<file path="config.mk">
export PLATFORM = sky130hd
export DESIGN_NAME = alu_arbiter_flat
export DESIGN_NICKNAME = d
export VERILOG_FILES = /design/src/rtl/alu_arbiter_if.sv /design/src/rtl/alu_arbiter.sv /design/src/flat_wrapper.sv
export SDC_FILE = /design/constraint.sdc
export NUM_CORES = 1
export LEC_CHECK = 0
export CAP_MARGIN = 25
export CORE_ASPECT_RATIO = 0.7
export CORE_MARGIN = 8
export CORE_UTILIZATION = 33
export DETAILED_ROUTE_END_ITERATION = 6
export PLACE_DENSITY = 0.75
export SLEW_MARGIN = 10
export SYNTH_ARGS = -nofsm -noshare
export SYNTH_HDL_FRONTEND = slang
export SYNTH_SLANG_ARGS = --single-unit
</file>
<file path="constraint.sdc">
create_clock -name clk -period 1.65 [get_ports clk]
set_input_delay 0.4125 -clock clk [delete_from_list [all_inputs] [get_ports clk]]
set_output_delay 0.4125 -clock clk [all_outputs]
set_load 0.02 [all_outputs]
</file>
<file path="src/rtl/alu_arbiter_if.sv">
// Bundle of the request, response and ALU-side signals of alu_arbiter.
// The slave modport is the arbiter's view; master is the requester/ALU side.
interface alu_arbiter_if #(
  parameter int unsigned DATA_WIDTH = 32
);
  // Request channels
  logic                  req0_valid;
  logic                  req0_ready;
  logic [DATA_WIDTH-1:0] req0_a;
  logic [DATA_WIDTH-1:0] req0_b;
  logic [2:0]            req0_op;
  logic                  req1_valid;
  logic                  req1_ready;
  logic [DATA_WIDTH-1:0] req1_a;
  logic [DATA_WIDTH-1:0] req1_b;
  logic [2:0]            req1_op;

  // Response channels
  logic                  resp0_valid;
  logic                  resp0_ready;
  logic [DATA_WIDTH-1:0] resp0_result;
  logic                  resp0_zero;
  logic                  resp0_overflow;
  logic                  resp0_carryout;
  logic                  resp1_valid;
  logic                  resp1_ready;
  logic [DATA_WIDTH-1:0] resp1_result;
  logic                  resp1_zero;
  logic                  resp1_overflow;
  logic                  resp1_carryout;

  // Shared ALU datapath
  logic [DATA_WIDTH-1:0] alu_a;
  logic [DATA_WIDTH-1:0] alu_b;
  logic [2:0]            alu_op;
  logic [DATA_WIDTH-1:0] alu_result;
  logic                  alu_zero;
  logic                  alu_overflow;
  logic                  alu_carryout;

  modport slave (
    input  req0_valid, req0_a, req0_b, req0_op,
    input  req1_valid, req1_a, req1_b, req1_op,
    output req0_ready, req1_ready,
    output resp0_valid, resp0_result, resp0_zero, resp0_overflow, resp0_carryout,
    output resp1_valid, resp1_result, resp1_zero, resp1_overflow, resp1_carryout,
    input  resp0_ready, resp1_ready,
    output alu_a, alu_b, alu_op,
    input  alu_result, alu_zero, alu_overflow, alu_carryout
  );

  modport master (
    output req0_valid, req0_a, req0_b, req0_op,
    output req1_valid, req1_a, req1_b, req1_op,
    input  req0_ready, req1_ready,
    input  resp0_valid, resp0_result, resp0_zero, resp0_overflow, resp0_carryout,
    input  resp1_valid, resp1_result, resp1_zero, resp1_overflow, resp1_carryout,
    output resp0_ready, resp1_ready,
    input  alu_a, alu_b, alu_op,
    output alu_result, alu_zero, alu_overflow, alu_carryout
  );
endinterface

</file>
<file path="src/rtl/alu_arbiter.sv">
// Two-port arbiter/sequencer sharing one single-cycle ALU.
// One operation in flight: IDLE (grant) -> EXEC (drive ALU) -> RESP (hold result).
// Optional macro ALU_ARB_FIXED_PRIO_EN: port 0 always wins; otherwise round-robin.
module alu_arbiter #(
  parameter int unsigned DATA_WIDTH = 32
) (
  input logic          clk,
  input logic          resetn,
  alu_arbiter_if.slave bus
);

  typedef enum logic [1:0] {StIdle, StExec, StResp} state_e;

  state_e                state_q, state_d;
  logic                  owner_q, owner_d;
  logic [DATA_WIDTH-1:0] op_a_q, op_a_d;
  logic [DATA_WIDTH-1:0] op_b_q, op_b_d;
  logic [2:0]            op_code_q, op_code_d;
  logic [DATA_WIDTH-1:0] res_q, res_d;
  logic                  zero_q, zero_d;
  logic                  ovf_q, ovf_d;
  logic                  cout_q, cout_d;

  logic grant_valid;
  logic grant_port;
  logic req_hs;
  logic resp_hs;

`ifdef ALU_ARB_FIXED_PRIO_EN
  // Fixed priority: port 0 whenever it is valid
  always_comb begin
    grant_valid = bus.req0_valid | bus.req1_valid;
    grant_port  = ~bus.req0_valid;
  end
`else
  logic last_q, last_d;

  // Round-robin grant: on contention pick the port that did not win last
  always_comb begin
    grant_valid = bus.req0_valid | bus.req1_valid;
    if (bus.req0_valid && bus.req1_valid) begin
      grant_port = ~last_q;
    end else begin
      grant_port = bus.req1_valid;
    end
  end

  // Last-winner pointer; reset to 1 so port 0 takes the first contest
  always_ff @(posedge clk or negedge resetn) begin
    if (!resetn) begin
      last_q <= 1'b1;
    end else begin
      last_q <= last_d;
    end
  end

  // Pointer follows every accepted request
  always_comb begin
    last_d = last_q;
    if (req_hs) begin
      last_d = grant_port;
    end
  end
`endif

  // resetn gates ready so nothing is offered while reset is held
  assign req_hs  = (state_q == StIdle) && resetn && grant_valid;
  assign resp_hs = (state_q == StResp) && (owner_q ? bus.resp1_ready : bus.resp0_ready);

  // State, operand and response registers
  always_ff @(posedge clk or negedge resetn) begin
    if (!resetn) begin
      state_q   <= StIdle;
      owner_q   <= 1'b0;
      op_a_q    <= '0;
      op_b_q    <= '0;
      op_code_q <= 3'b000;
      res_q     <= '0;
      zero_q    <= 1'b0;
      ovf_q     <= 1'b0;
      cout_q    <= 1'b0;
    end else begin
      state_q   <= state_d;
      owner_q   <= owner_d;
      op_a_q    <= op_a_d;
      op_b_q    <= op_b_d;
      op_code_q <= op_code_d;
      res_q     <= res_d;
      zero_q    <= zero_d;
      ovf_q     <= ovf_d;
      cout_q    <= cout_d;
    end
  end

  // Next-state: latch operands on grant, capture ALU in EXEC, wait for accept in RESP
  always_comb begin
    state_d   = state_q;
    owner_d   = owner_q;
    op_a_d    = op_a_q;
    op_b_d    = op_b_q;
    op_code_d = op_code_q;
    res_d     = res_q;
    zero_d    = zero_q;
    ovf_d     = ovf_q;
    cout_d    = cout_q;
    unique case (state_q)
      StIdle: begin
        if (req_hs) begin
          state_d   = StExec;
          owner_d   = grant_port;
          op_a_d    = grant_port ? bus.req1_a  : bus.req0_a;
          op_b_d    = grant_port ? bus.req1_b  : bus.req0_b;
          op_code_d = grant_port ? bus.req1_op : bus.req0_op;
        end
      end
      StExec: begin
        state_d = StResp;
        res_d   = bus.alu_result;
        zero_d  = bus.alu_zero;
        ovf_d   = bus.alu_overflow;
        cout_d  = bus.alu_carryout;
      end
      StResp: begin
        if (resp_hs) begin
          state_d = StIdle;
        end
      end
      default: state_d = StIdle;
    endcase
  end

  // Handshake and datapath outputs; results are shared, valid selects the owner
  always_comb begin
    bus.req0_ready     = req_hs && !grant_port;
    bus.req1_ready     = req_hs && grant_port;
    bus.resp0_valid    = (state_q == StResp) && !owner_q;
    bus.resp1_valid    = (state_q == StResp) && owner_q;
    bus.resp0_result   = res_q;
    bus.resp0_zero     = zero_q;
    bus.resp0_overflow = ovf_q;
    bus.resp0_carryout = cout_q;
    bus.resp1_result   = res_q;
    bus.resp1_zero     = zero_q;
    bus.resp1_overflow = ovf_q;
    bus.resp1_carryout = cout_q;
    bus.alu_a          = op_a_q;
    bus.alu_b          = op_b_q;
    bus.alu_op         = op_code_q;
  end

endmodule
</file>
<file path="src/flat_wrapper.sv">
// flat-port wrapper written by rule: the top's interface ports become plain ports
module alu_arbiter_flat 
#(
  parameter int unsigned DATA_WIDTH = 32
)
  (clk, resetn, bus_req0_valid, bus_req0_a, bus_req0_b, bus_req0_op, bus_req1_valid, bus_req1_a, bus_req1_b, bus_req1_op, bus_req0_ready, bus_req1_ready, bus_resp0_valid, bus_resp0_result, bus_resp0_zero, bus_resp0_overflow, bus_resp0_carryout, bus_resp1_valid, bus_resp1_result, bus_resp1_zero, bus_resp1_overflow, bus_resp1_carryout, bus_resp0_ready, bus_resp1_ready, bus_alu_a, bus_alu_b, bus_alu_op, bus_alu_result, bus_alu_zero, bus_alu_overflow, bus_alu_carryout);
  alu_arbiter_if #(.DATA_WIDTH(DATA_WIDTH)) bus_i ();
  input logic clk;
  input logic resetn;
  input wire logic [$bits(bus_i.req0_valid)-1:0] bus_req0_valid;
  input wire logic [$bits(bus_i.req0_a)-1:0] bus_req0_a;
  input wire logic [$bits(bus_i.req0_b)-1:0] bus_req0_b;
  input wire logic [$bits(bus_i.req0_op)-1:0] bus_req0_op;
  input wire logic [$bits(bus_i.req1_valid)-1:0] bus_req1_valid;
  input wire logic [$bits(bus_i.req1_a)-1:0] bus_req1_a;
  input wire logic [$bits(bus_i.req1_b)-1:0] bus_req1_b;
  input wire logic [$bits(bus_i.req1_op)-1:0] bus_req1_op;
  output wire logic [$bits(bus_i.req0_ready)-1:0] bus_req0_ready;
  output wire logic [$bits(bus_i.req1_ready)-1:0] bus_req1_ready;
  output wire logic [$bits(bus_i.resp0_valid)-1:0] bus_resp0_valid;
  output wire logic [$bits(bus_i.resp0_result)-1:0] bus_resp0_result;
  output wire logic [$bits(bus_i.resp0_zero)-1:0] bus_resp0_zero;
  output wire logic [$bits(bus_i.resp0_overflow)-1:0] bus_resp0_overflow;
  output wire logic [$bits(bus_i.resp0_carryout)-1:0] bus_resp0_carryout;
  output wire logic [$bits(bus_i.resp1_valid)-1:0] bus_resp1_valid;
  output wire logic [$bits(bus_i.resp1_result)-1:0] bus_resp1_result;
  output wire logic [$bits(bus_i.resp1_zero)-1:0] bus_resp1_zero;
  output wire logic [$bits(bus_i.resp1_overflow)-1:0] bus_resp1_overflow;
  output wire logic [$bits(bus_i.resp1_carryout)-1:0] bus_resp1_carryout;
  input wire logic [$bits(bus_i.resp0_ready)-1:0] bus_resp0_ready;
  input wire logic [$bits(bus_i.resp1_ready)-1:0] bus_resp1_ready;
  output wire logic [$bits(bus_i.alu_a)-1:0] bus_alu_a;
  output wire logic [$bits(bus_i.alu_b)-1:0] bus_alu_b;
  output wire logic [$bits(bus_i.alu_op)-1:0] bus_alu_op;
  input wire logic [$bits(bus_i.alu_result)-1:0] bus_alu_result;
  input wire logic [$bits(bus_i.alu_zero)-1:0] bus_alu_zero;
  input wire logic [$bits(bus_i.alu_overflow)-1:0] bus_alu_overflow;
  input wire logic [$bits(bus_i.alu_carryout)-1:0] bus_alu_carryout;
  assign bus_i.req0_valid = bus_req0_valid;
  assign bus_i.req0_a = bus_req0_a;
  assign bus_i.req0_b = bus_req0_b;
  assign bus_i.req0_op = bus_req0_op;
  assign bus_i.req1_valid = bus_req1_valid;
  assign bus_i.req1_a = bus_req1_a;
  assign bus_i.req1_b = bus_req1_b;
  assign bus_i.req1_op = bus_req1_op;
  assign bus_req0_ready = bus_i.req0_ready;
  assign bus_req1_ready = bus_i.req1_ready;
  assign bus_resp0_valid = bus_i.resp0_valid;
  assign bus_resp0_result = bus_i.resp0_result;
  assign bus_resp0_zero = bus_i.resp0_zero;
  assign bus_resp0_overflow = bus_i.resp0_overflow;
  assign bus_resp0_carryout = bus_i.resp0_carryout;
  assign bus_resp1_valid = bus_i.resp1_valid;
  assign bus_resp1_result = bus_i.resp1_result;
  assign bus_resp1_zero = bus_i.resp1_zero;
  assign bus_resp1_overflow = bus_i.resp1_overflow;
  assign bus_resp1_carryout = bus_i.resp1_carryout;
  assign bus_i.resp0_ready = bus_resp0_ready;
  assign bus_i.resp1_ready = bus_resp1_ready;
  assign bus_alu_a = bus_i.alu_a;
  assign bus_alu_b = bus_i.alu_b;
  assign bus_alu_op = bus_i.alu_op;
  assign bus_i.alu_result = bus_alu_result;
  assign bus_i.alu_zero = bus_alu_zero;
  assign bus_i.alu_overflow = bus_alu_overflow;
  assign bus_i.alu_carryout = bus_alu_carryout;
  alu_arbiter #(.DATA_WIDTH(DATA_WIDTH)) u_core (.clk(clk), .resetn(resetn), .bus(bus_i));
endmodule
</file>
==> flow_summary.rst <==
.. list-table::
   :header-rows: 1

   * - Metric
     - Value
   * - Arrival time worst endpoint
     - 1.50 ns
   * - Drc violations
     - 0
   * - Reg-to-reg critical path startpoint
     - u_core.state_q[1]$_DFFE_PN0P_
   * - Vert. Die Dim
     - 119 um
   * - CP Class
     - flip-flop to output port
   * - Number of I/O pins
     - 316
   * - Slowest Stage Delay on Critical Path
     - 0.42 ns
   * - Crit path capture type
     - output port
   * - Filler cells
     - 1,218
   * - Area of the die
     - 0.0193 mm2
   * - Cell area after synthesis
     - 0.00498 mm2
   * - End of the worst register-to-register path
     - u_core.bus.alu_a[4]$_DFFE_PN0P_
   * - # Max-Cap Violations
     - 0
   * - Synthesized flop and latch total
     - 106
   * - Distinct cells, synth
     - 21
   * - Drt first-iter violations
     - 318
   * - Worst path setup slack after routing
     - -0.262 ns
   * - Average instance area after synthesis
     - 11.4 um2
   * - Iteration count of the initial detailed-routing pass
     - 4
   * - Most common cell after layout, fill and taps aside
     - sky130_fd_sc_hd__clkdlybuf4s50_1
   * - Setup slack of the worst register-to-register path
     - -0.13 ns
   * - Clock tree root driver cell
     - sky130_fd_sc_hd__clkbuf_16
   * - Most frequent cells in the layout
     - sky130_fd_sc_hd__clkdlybuf4s50_1 (171), sky130_fd_sc_hd__dlygate4sd2_1 (137), sky130_fd_sc_hd__dfrtp_1 (105), sky130_fd_sc_hd__nand2_1 (68), sky130_fd_sc_hd__a221o_1 (67)
   * - Final cycle utilization of the critical path
     - 116%
   * - Number of setup violations in the final report
     - 71
   * - Final Power
     - 15,700 uW
   * - Critical path startpoint category
     - flip-flop
   * - Die boundary width
     - 163 um
   * - Total global routing overflow
     - 0
   * - Slowest cell on crit path
     - sky130_fd_sc_hd__dfrtp_1
   * - Final critical path time including I/O delays and setup
     - 1.91 ns
   * - Clock latency on the worst-skew pair
     - 0.35 ns
   * - Number of nets at the end of the flow
     - 903
   * - Final Slew Violations
     - 0
   * - Final wirelength
     - 21.3 mm
   * - Reg2Reg Depth
     - 7
   * - Violated checks
     - negative setup slack
   * - Std cell rows
     - 37
   * - H-Tree Level Count
     - 3
   * - Clock slew seen by the registers of the worst setup and hold paths
     - 0.08 ns
   * - Maximum number of pins on one net before global-route repair
     - 76
   * - Number of I/O port buffers
     - 315
   * - Fraction of the yosys area taken by sequential cells
     - 53.3%
   * - Maximum clock insertion buffer count
     - 2
   * - Layout cell share with drive strength beyond 1
     - 19.8%
   * - Standard cell core area
     - 0.0147 mm2
   * - Combined global-route utilization of all metal layers
     - 18.5%
   * - Global-route wire length before repair
     - 28.8 mm
   * - Beginning of the critical path
     - u_core.state_q[1]$_DFFE_PN0P_
   * - Fmax
     - 0.523 GHz
   * - Number of non-filler instances in the completed layout
     - 929
   * - Total placed cells including tap cells
     - 888
   * - Routed Antenna Nets
     - 0
   * - Setup repair after global routing missed its margin
     - true
   * - Endpoint of the most critical setup path
     - bus_req0_ready
   * - Leak Pwr
     - 0.00398 uW
   * - Synthesized net count
     - 612
   * - Initial antenna violation count
     - 1
   * - Yosys warning count
     - 0
   * - Final Skew
     - 0.00990 ns
   * - Run status
     - finished, violations left
   * - Number of hold-repair buffers added at the cts stage
     - 0
   * - Syn Inst Count
     - 437
   * - Gp weighted congestion
     - 0.761
   * - Transition at the pin with the smallest max-transition slack
     - 0.614 ns
   * - CP max FO
     - 3
   * - Avg WL per Cell
     - 22.9 um
   * - Average vias per placed instance
     - 5.18
   * - Power per Cell Area
     - 1760 mW/mm2
   * - Total clock sinks
     - 106
   * - Hold violation count in the final report
     - 0
   * - Post-DP HPWL
     - 13.8 mm
   * - Data required time at the worst endpoint
     - 1.24 ns
   * - Area added between synthesis and finish
     - 78.6%
   * - Number of global-route vias before repair
     - 5,040
   * - Worst min-delay path class
     - input port to asynchronous set/reset pin
   * - Initial cell density of the core
     - 33.8%
   * - Number of buffers created by CTS
     - 9
   * - Series of cell instances along the critical path
     - or3b_4 > nor3b_4 > buf_6
   * - Total via count in the routed design
     - 4,814
   * - VDD IR max
     - 783 uV
   * - CTS tree
     - built
   * - Max-slew headroom
     - 59.1%
critical path, delay by kind of cell (launching register included):
| kind | cells | cell delay [ns] |
|---|---|---|
| DFF | 1 | 0.42 |
| buffers and inverters | 1 | 0.15 |
| and+or+nand+nor | 2 | 0.60 |
per-layer routing:
metal	vias up	routed length, um	global-route usage, %
met2	255	10600	32.0
li1	2151	-	-
met1	2387	8660	21.8
met3	21	1810	5.86
met4	0	295	5.03
met5	-	0	0
what timing repair did:
action / in CTS / in global routing
cloned: 0 / 16
endpoints found under the setup margin: 210 / 73
setup buffers: 2 / 8
pin swaps: 2 / 7
gates resized for setup: 164 / 47
cells by family after synthesis:
logic type | after synthesis | share of synthesized area [%]
AOI/OAI and AO/OA | 71 | 14.0
and+or+nand+nor | 144 | 14.9
muxes | 36 | 8.14
DFF | 106 | 53.3
buffers and inverters | 80 | 9.74
flip-flops by register name (all words and copies together) (netlist names):
signal and flops:
u_core.bus.alu_a 32, u_core.bus.alu_b 32, u_core.bus.resp0_result 32, u_core.bus.alu_op 3
u_core.state_q 2, u_core.bus.resp0_carryout 1, u_core.bus.resp0_overflow 1, u_core.bus.resp0_zero 1
u_core.last_q 1, u_core.owner_q 1
how the worst min path moves through the flow:
stage | slack, ns | endpoint | depth (start not counted) | from
final | 0.01 | u_core.bus.alu_b[10]$_DFFE_PN0P_ | 2 | resetn
after global routing | 0.008 | u_core.bus.alu_b[17]$_DFFE_PN0P_ | 2 | resetn
after CTS | 0.21 | u_core.state_q[0]$_DFFE_PN0P_ | 3 | resetn
after detailed placement | 0.50 | u_core.bus.alu_b[14]$_DFFE_PN0P_ | 1 | u_core.bus.alu_b[14]$_DFFE_PN0P_
after global placement | 0.49 | u_core.bus.alu_b[20]$_DFFE_PN0P_ | 1 | u_core.bus.alu_b[20]$_DFFE_PN0P_
after floorplan | 0.12 | u_core.bus.alu_a[0]$_DFFE_PN0P_ | 0 | resetn
Yosys cell counts:
| library cell | n | area share, % |
|---|---|---|
| sky130_fd_sc_hd__a21o_1 | 2 | 0.30 |
| sky130_fd_sc_hd__a221o_1 | 67 | 13 |
| sky130_fd_sc_hd__and3_1 | 1 | 0.13 |
| sky130_fd_sc_hd__buf_2 | 22 | 2.2 |
| sky130_fd_sc_hd__buf_4 | 36 | 5.4 |
| sky130_fd_sc_hd__buf_6 | 3 | 0.68 |
| sky130_fd_sc_hd__clkbuf_1 | 17 | 1.3 |
| sky130_fd_sc_hd__dfrtp_1 | 105 | 53 |
| sky130_fd_sc_hd__dfstp_2 | 1 | 0.53 |
| sky130_fd_sc_hd__inv_1 | 2 | 0.15 |
| sky130_fd_sc_hd__mux2_2 | 36 | 8.1 |
| sky130_fd_sc_hd__nand2_1 | 68 | 5.1 |
| sky130_fd_sc_hd__nand2b_1 | 2 | 0.25 |
| sky130_fd_sc_hd__nor2_1 | 2 | 0.15 |
| sky130_fd_sc_hd__nor2b_1 | 1 | 0.13 |
| sky130_fd_sc_hd__nor3_1 | 48 | 4.8 |
| sky130_fd_sc_hd__nor3_2 | 19 | 3.8 |
| sky130_fd_sc_hd__nor3b_1 | 2 | 0.30 |
| sky130_fd_sc_hd__o21ai_0 | 1 | 0.10 |
| sky130_fd_sc_hd__o21ai_1 | 1 | 0.10 |
| sky130_fd_sc_hd__or3b_1 | 1 | 0.18 |
power by group:
group          internal (uW)  leakage [uW]  switching, uW
combinational           3940       0.00253           4720
sequential              3870       0.00129            835
clock                   1290      0.000159           1010
total                   9100       0.00398           6560
final cells by class:
class	count	area (um2)	area share [%]
clock inverter	5	67.6	0.759
multi-input combinational	252	2020	22.6
antenna	1	2.50	0.0281
sequential	106	2650	29.8
tap	195	244	2.74
timing repair buffer	357	3660	41.1
clock buffer	11	253	2.84
inverter	2	7.51	0.0844
stage by stage:
stage	utilization [%]	instance area, um2	hold WS [ns]	setup WS (ns)	TNS [ns]
2_1_floorplan	-	4990	0.117	-0.179	-0.179
3_3_place_gp	55.1	8110	0.494	-0.635	-35.60
3_5_place_dp	55.1	8110	0.498	-0.596	-36.95
4_1_cts	56.3	8290	0.208	-0.298	-12.82
5_1_grt	60.5	8900	0.00762	-0.344	-12.36
6_report	60.5	8900	0.0114	-0.262	-7.07
Note: power is estimated with default switching activity, not from simulation.
